**src/rtl/load_store_unit_pkg.sv**
```systemverilog
// load_store_unit_pkg: shared op/state encodings and default sizing for the load/store unit
package load_store_unit_pkg;
   localparam int ADDR_WORD_BITS_DEFAULT = 8;
   typedef enum logic [2:0] {OP_LW, OP_LH, OP_LHU, OP_LB, OP_LBU, OP_SW, OP_SH, OP_SB} opE;
   typedef enum logic [1:0] {ST_IDLE, ST_READ, ST_WRITE, ST_DONE} stateE;
endpackage

```
**src/rtl/load_store_unit_lane_align.sv**
```systemverilog
// lane_align: little-endian lane extraction/extension, sub-word store merge and alignment check
module lane_align import load_store_unit_pkg::*; (
   input  logic [31:0] word,
   input  logic [1:0]  offset,
   input  opE          op,
   input  logic [31:0] storeData,
   output logic [31:0] loadResult,
   output logic [31:0] mergedWord,
   output logic        misaligned
);
   logic [7:0]  laneByte;
   logic [15:0] laneHalf;
   logic [31:0] byteMask;
   logic [31:0] halfMask;
   assign laneByte = 8'(word >> {offset, 3'b000});
   assign laneHalf = offset[1] ? word[31:16] : word[15:0];
   assign byteMask = 32'h0000_00FF << {offset, 3'b000};
   assign halfMask = offset[1] ? 32'hFFFF_0000 : 32'h0000_FFFF;
   // Per-op alignment fault, extended load value and store word with only the addressed lane replaced
   always_comb begin
      misaligned = (op == OP_LW || op == OP_SW) ? |offset :
                   (op == OP_LH || op == OP_LHU || op == OP_SH) ? offset[0] : 1'b0;
      loadResult = op == OP_LW  ? word :
                   op == OP_LH  ? {{16{laneHalf[15]}}, laneHalf} :
                   op == OP_LHU ? {16'h0000, laneHalf} :
                   op == OP_LB  ? {{24{laneByte[7]}}, laneByte} :
                   op == OP_LBU ? {24'h000000, laneByte} : 32'h0;
      mergedWord = op == OP_SB ? (word & ~byteMask) | ({24'h000000, storeData[7:0]} << {offset, 3'b000}) :
                   op == OP_SH ? (word & ~halfMask) | ({16'h0000, storeData[15:0]} << {offset[1], 4'b0000}) :
                   storeData;
   end
endmodule

```
**src/rtl/load_store_unit.sv**
```systemverilog
// load_store_unit: sequences CPU loads/stores into full-word data memory transactions
module load_store_unit import load_store_unit_pkg::*; #(
   parameter int ADDR_WORD_BITS = ADDR_WORD_BITS_DEFAULT
) (
   input  logic        clock,
   input  logic        reset,
   input  logic        req,
   input  logic [2:0]  op,
   input  logic [31:0] byte_addr,
   input  logic [31:0] store_data,
   output logic        busy,
   output logic        done,
   output logic [31:0] load_data,
   output logic        misaligned,
   output logic [31:0] mem_address,
   output logic [31:0] mem_write_data,
   output logic        mem_write_sign,
   output logic        mem_read_sign,
   input  logic [31:0] mem_read_data
);
   localparam logic [31:0] ADDR_MASK = 32'((64'd1 << ADDR_WORD_BITS) - 64'd1);
   stateE       state;
   stateE       nextState;
   opE          opReg;
   opE          curOp;
   logic [1:0]  offReg;
   logic [1:0]  curOff;
   logic [31:0] storeReg;
   logic [31:0] curStore;
   logic        misReg;
   logic [31:0] alignLoad;
   logic [31:0] alignMerge;
   logic        alignMis;
   logic        isIdle;
   logic        subStore;
   assign isIdle         = state == ST_IDLE;
   assign curOp          = isIdle ? opE'(op) : opReg;
   assign curOff         = isIdle ? byte_addr[1:0] : offReg;
   assign curStore       = isIdle ? store_data : storeReg;
   assign subStore       = opReg == OP_SH || opReg == OP_SB;
   assign busy           = !isIdle;
   assign done           = state == ST_DONE;
   assign misaligned     = done && misReg;
   assign mem_read_sign  = state == ST_READ;
   assign mem_write_sign = state == ST_WRITE;
   lane_align align (
      .word       (mem_read_data),
      .offset     (curOff),
      .op         (curOp),
      .storeData  (curStore),
      .loadResult (alignLoad),
      .mergedWord (alignMerge),
      .misaligned (alignMis)
   );
   // State register; reset aborts any in-flight access and drops the strobes at once
   always_ff @(posedge clock or posedge reset)
      if (reset) state <= ST_IDLE;
      else       state <= nextState;
   // Misaligned requests skip memory; sub-word stores read first so the other lanes survive
   always_comb begin
      nextState = state;
      nextState = state == ST_IDLE  ? (!req ? ST_IDLE : alignMis ? ST_DONE : curOp == OP_SW ? ST_WRITE : ST_READ) :
                  state == ST_READ  ? (subStore ? ST_WRITE : ST_DONE) :
                  state == ST_WRITE ? ST_DONE : ST_IDLE;
   end
   // Latch the request on acceptance; capture load result or merged store word at the end of READ
   always_ff @(posedge clock or posedge reset)
      if (reset) begin
         opReg          <= OP_LW;
         offReg         <= '0;
         storeReg       <= '0;
         misReg         <= 1'b0;
         load_data      <= '0;
         mem_address    <= '0;
         mem_write_data <= '0;
      end else if (isIdle && req) begin
         opReg       <= curOp;
         offReg      <= byte_addr[1:0];
         storeReg    <= store_data;
         misReg      <= alignMis;
         mem_address <= {2'b00, byte_addr[31:2]} & ADDR_MASK;
         if (alignMis) load_data <= '0;
         else if (curOp == OP_SW) mem_write_data <= alignMerge;
      end else if (state == ST_READ) begin
         if (subStore) mem_write_data <= alignMerge;
         else load_data <= alignLoad;
      end
endmodule

```
**config.mk**
```make
export PLATFORM = sky130hd
export DESIGN_NAME = load_store_unit
export DESIGN_NICKNAME = d
export VERILOG_FILES = /design/src/rtl/load_store_unit_pkg.sv /design/src/rtl/load_store_unit_lane_align.sv /design/src/rtl/load_store_unit.sv
export SDC_FILE = /design/constraint.sdc
export NUM_CORES = 1
export LEC_CHECK = 0
export ABC_AREA = 0
export CAP_MARGIN = 20
export CORE_MARGIN = 5
export CORE_UTILIZATION = 45
export DETAILED_ROUTE_END_ITERATION = 8
export PLACE_DENSITY_LB_ADDON = 0.25
export SLEW_MARGIN = 20
export SYNTH_ARGS = -nofsm -noshare
export SYNTH_HDL_FRONTEND = slang
export SYNTH_SLANG_ARGS = --single-unit
```
**constraint.sdc**
```tcl
create_clock -name clock -period 7 [get_ports clock]
set_input_delay 1.75 -clock clock [delete_from_list [all_inputs] [get_ports clock]]
set_output_delay 1.75 -clock clock [all_outputs]
set_load 0.02 [all_outputs]
```
After elaboration in Yosys (flattened, before gate mapping)
Cells that the tools add are included.
{"block": "op_classes", "n_eq_ne": 16, "n_shift": 4, "muxes": 30, "n_bitwise": 6, "reduce_logical": 14}
{"op": "2-to-1 mux 32 bit", "count": 17}
{"op": "AND 32 bit", "count": 2}
{"op": "NOT 32 bit", "count": 2}
{"op": "OR 32 bit", "count": 2}
{"op": "left shift 16 x 5 -> 32 bit", "count": 1}
{"op": "left shift 8 x 5 -> 32 bit", "count": 1}
{"op": "left shift 8 x 5 -> 32 bit (first input constant)", "count": 1}
{"op": ">> shifter 32 x 5 -> 8 bit", "count": 1}
{"op": "== test 3 bit (second input constant)", "count": 6}
{"op": "2-to-1 mux 16 bit", "count": 1}
{"op": "2-to-1 mux 2 bit", "count": 7}
{"op": "2-to-1 mux 8 bit", "count": 1}
{"op": "== test 3 x 2 -> 1 bit (second input constant)", "count": 2}
{"op": "!= test 2 bit (second input constant)", "count": 3}
{"op": "== test 2 bit (second input constant)", "count": 2}
{"op": "logical OR 1 bit", "count": 4}
{"op": "AND reduction 4 bit", "count": 1}
{"op": "nonzero test 2 bit", "count": 2}
{"op": "== test 3 x 1 -> 1 bit (second input constant)", "count": 1}
{"op": "zero test 3 bit", "count": 1}
{"op": "2-to-1 mux 1 bit", "count": 3}
{"op": "2-to-1 mux 3 bit", "count": 1}
{"op": "AND reduction 3 bit", "count": 1}
{"op": "== test 2 x 1 -> 1 bit (second input constant)", "count": 1}
{"op": "5 further kinds", "count": 6}
{"block": "word_totals", "ff_bits": 112, "input_bits": 102, "out_inout_bits": 101, "wordCells": 78}

Logic depth before layout (Yosys ltp)
{"block": "depth", "word_depth": 11, "ltp_mapped": 10, "ltp_nobuf": 7}

Modules after synthesis
From an unflattened synthesis, not the netlist that was laid out.
{"block": "unflattened", "hier_cells": 573, "hier_area_um2": 6433.7}
{"mod": "load_store_unit", "instances": 1, "cells_per_inst": 326, "area_per_inst_um2": 4858.4, "seq_area_each_um2": 2802.7}
{"mod": "lane_align", "instances": 1, "cells_per_inst": 247, "area_per_inst_um2": 1575.3, "seq_area_each_um2": 0.0}

Worst setup path after synthesis
Ideal clock, no wire load.
{"block": "synth_timing", "path_kind": "in2reg", "from": "in op[0]", "to": "reg mem_write_data[10]", "setup_time_ns": 0.088, "t_arrival_ns": 3.154, "required_ns": 6.912, "path_slack_ns": 3.758, "cell_stages": 7, "n_path_buf": 2, "cell_sequence": "clkbuf_1 -> mux2_2 -> o2111ai_1 -> mux2i_4 -> buf_2 -> nor2_1 -> a41oi_1"}
{"block": "synth_via", "elab_chain_cells": 8, "elab_cells_between_ends": 22, "cone_classes": "eq/ne: 7; mux: 10; reduce/logical: 5"}
{"item": "start: declaration", "line_no": "load_store_unit.sv:8", "text": "input logic [2:0] op,"}
{"item": "2-to-1 mux 3 bit (*)", "line_no": "load_store_unit.sv:37", "text": "assign curOp = isIdle ? opE'(op) : opReg;"}
{"item": "== test 3 x 1 -> 1 bit or == test 3 x 2 -> 1 bit (tied branches)", "line_no": "load_store_unit_lane_align.sv:22", "text": "(op == OP_LH || op == OP_LHU || op == OP_SH) ? offset[0] : 1'b0;"}
{"item": "logical OR 1 bit (2 in a row)", "line_no": "load_store_unit_lane_align.sv:22"}
{"item": "2-to-1 mux 1 bit", "line_no": "load_store_unit_lane_align.sv:22"}
{"item": "2-to-1 mux 1 bit", "line_no": "load_store_unit_lane_align.sv:21", "text": "misaligned = (op == OP_LW || op == OP_SW) ? |offset :"}
{"item": "!= test 2 bit (no line)"}
{"item": "AND reduction 4 bit (no line)"}
{"item": "end signal: assignment", "line_no": "load_store_unit.sv:83", "text": "else if (curOp == OP_SW) mem_write_data <= alignMerge;"}
{"item": "end signal: assignment", "line_no": "load_store_unit.sv:85", "text": "if (subStore) mem_write_data <= alignMerge;"}
{"item": "end: declaration", "line_no": "load_store_unit.sv:16", "text": "output logic [31:0] mem_write_data,"}
Mark *: on every way between the ends. The rest lies on a longest branch, timed or not. The select of a mux whose other input is x is not followed.
A chain may end at the register's enable or synchronous reset.

Worst setup path after layout
{"block": "layout_timing", "from": "reg state[0]", "to": "out busy"}
{"block": "layout_via", "elab_chain_cells": 2}
{"item": "start: declaration", "line_no": "load_store_unit.sv:22", "text": "stateE state;"}
{"item": "start signal: assignment", "line_no": "load_store_unit.sv:58", "text": "else state <= nextState;"}
{"item": "zero test 2 bit", "line_no": "load_store_unit.sv:36", "text": "assign isIdle = state == ST_IDLE;"}
{"item": "zero test 1 bit", "line_no": "load_store_unit.sv:41", "text": "assign busy = !isIdle;"}
{"item": "end: declaration", "line_no": "load_store_unit.sv:11", "text": "output logic busy,"}
No other way between the ends.

==> results.cfg <==
[power_and_ir_drop]
leakage_nw = 3.48
netSwitchingFraction_pct = 44.5
p_clk_share_pct = 13.0
ir_worst_vdd_mv = 0.211
p_total_mw = 4.24
p_switching_mw = 1.89
power_density_nw_per_um2 = 506
internal-power_mw = 2.36
combPwrFrac_pct = 59.6
p_seq_share_pct = 27.3

[worst_hold_path]
min_path_type = reg -> reg

[setup_path]
critPathKind = reg -> out
critPathArrivalTime_ps = 2410
cp-start-kind = register
required_ps = 5250
crit_fanout = 19
endpoint_kind = output port

[die]
start_util_pct = 46.3
die-area_um2 = 16900
fp-row-count = 43
die_x_um = 130
num_io_pins = 203
core_area_um2 = 14000
die_h_um = 130

[final_layout]
syn2layout_area_growth_pct = 29.2
antenna_cells = 0
nets = 908
fillers = 1191
fin_cells = 986
drive_above_1_share_pct = 14.8

[timing]
skew_ps = 11.1
post-route-period-util_pct = 59.4
slew_viol_final = 0
fmax_mhz = 240
finalCriticalPeriod_ps = 4160
timing.setup.tns_ps = 0
tightest_slew_ps = 961
finalWorstSetupSlack_ps = 2840
hold_violations = 0
setup_viol = 0
max-slew-margin-rel_pct = 35.7
rsz0062_at_grt = no

[clock_tree]
clk_pin_slew_worst_paths_ps = 80
ctsHoldBuffers = 0
cts_buffer_depth = 2
cts.sinks = 112
cts-root-buf = clkbuf_16
cts_tree = built
htreeDepth = 3
cts_resized = 0
cts_setup_buffers = 0
cts_buffers = 9
clock_latency_ps = 360

[route]
drc = 0
ant_nets = 0
via_per_inst = 5.80
vias = 5722
drt_iter0_drc = 504
routed_wl_um = 20200
firstDrtPassIters = 5
avgRoutedWirePerCell_um = 20.5

[synth]
synth.area.top_cells = dfrtp_1, mux2_2, nor2_1, mux2i_1, nand2_1
ys_warn_count = 0
ys_ff_latch = 112
yosysTopAreaCell = dfrtp_1
synth_edf_count = 0
synth_cell_type_count = 55
netlist_area_um2 = 6480
avgSynthCellArea_um2 = 9.66
synth.most_common_cell = dfrtp_1
synthArstFlopShare_pct = 100
synth_commonest_cells = dfrtp_1, nor2_1, mux2_2
ys_seq_area_share_pct = 43.2
ys.flop_type = dfrtp_1
netlist_instances = 671
synth_top_area_share_pct = 43.2

[placed_design]
placed_cells = 969
hpwlAfterDp_um = 14700
place_ws_ps = 2440
portBuffers = 156
globalplace.congestion = 0.883

[grt]
grt_max_degree = 77
grt.overflow.total = 0
grt_pass1_vias = 5777
antenna_found_initial = 0
grt_pass1_wl_um = 31900
grt_use_total_pct = 24.3

[flow_run]
maxCapViolCount = 0

[status]
status = complete, no violations
## layer usage
layer	vias to the layer above	part of all wire [%]	wire length, um	global-route usage, %
li1	2609	-	-	-
met1	2794	42	8550	33.1
met2	295	46	9360	37.9
met3	24	10	2040	7.61
met4	0	1.4	286	6.42
met5	-	0	0	0
## power by group through the flow
stage	clock network [mW]	logic (mW)	registers, mW
after floorplan	0	1.50	1.33
after global placement	0	2.46	1.15
after detailed placement	0	2.51	1.17
after CTS	0.566	2.52	1.16
after global routing	0.587	2.74	1.20
final	0.552	2.53	1.16
## cell type report
cell class                 count  area [um^2]  area share [%]
clock inverter                 5         62.6           0.747
tap                          180          225            2.69
clock buffer                  11          253            3.02
sequential                   112         2800            33.5
multi-input combinational    506         3370            40.2
inverter                       8         32.5           0.388
timing repair buffer         164         1630            19.5
## state kept, by name (all words and copies together) (netlist names)
signal	cells
offReg	2
mem_address	8
load_data	32
storeReg	32
mem_write_data	32
state	2
opReg	3
misReg	1
## final timing paths
check                              startpoint                       endpoint  slack [ps]  cells past startpoint
max in group asynchronous               reset  mem_write_data[3]$_DFFE_PP0P_        4110                      4
min                        misReg$_DFFE_PP0P_             misReg$_DFFE_PP0P_         480                      1
max                        state[0]$_DFF_PP0_                           busy        2840                      4
min in group asynchronous               reset      load_data[11]$_DFFE_PP0P_        1750                      2
min reg2reg                misReg$_DFFE_PP0P_             misReg$_DFFE_PP0P_         480                      1
max reg2reg                state[0]$_DFF_PP0_      load_data[21]$_DFFE_PP0P_        3780                      8
## critical path: stages, from the launching register on
cell and delay (ps):
dfrtp_1 410, inv_1 110, ha_1 650, inv_1 250, clkdlybuf4s50_1 610
## cells in the final DEF (no fill, tap or decap), types with 3 or more instances in the layout
master,netlist,final
ha_1,5,4
clkbuf_16,0,9
mux2_2,78,78
a41oi_1,8,8
buf_4,26,7
a21oi_1,29,29
o32ai_1,4,4
mux2i_1,29,29
nor3_1,3,3
and3_1,3,3
o21ai_1,5,4
nand2_1,67,67
conb_1,1,24
a31oi_1,18,18
a22o_1,7,7
dfrtp_1,112,112
o22ai_1,9,9
inv_1,8,7
o2bb2ai_1,25,25
nor2_1,107,107
clkdlybuf4s50_1,0,156
a311oi_1,6,6
o21ai_0,24,24
a21boi_1,3,3
nand3_1,19,19
## metrics by stage
stage	util, %	hold WS (ps)	cell area (um^2)
2_1_floorplan	-	442	6570
6_report	59.9	476	8380
4_1_cts	59.7	479	8350
5_1_grt	59.9	496	8380
3_5_place_dp	57.4	461	8030
3_3_place_gp	57.4	456	8030
## cells by family (layout without fill, tap and decap cells)
logic type	Yosys count	after routing	share of synthesized area (%)
XOR/XNOR	2	2	0.270
flip-flops	112	112	43.2
other	1	24	0.0578
AND/OR/NAND/NOR	210	210	13.2
AO/OA/AOI/OAI	152	152	16.3
buffers and inverters	76	188	6.41
multiplexers	113	113	19.6
adder cells (fa/ha/maj)	5	5	0.965
Note: power is estimated with default switching activity, not from simulation.
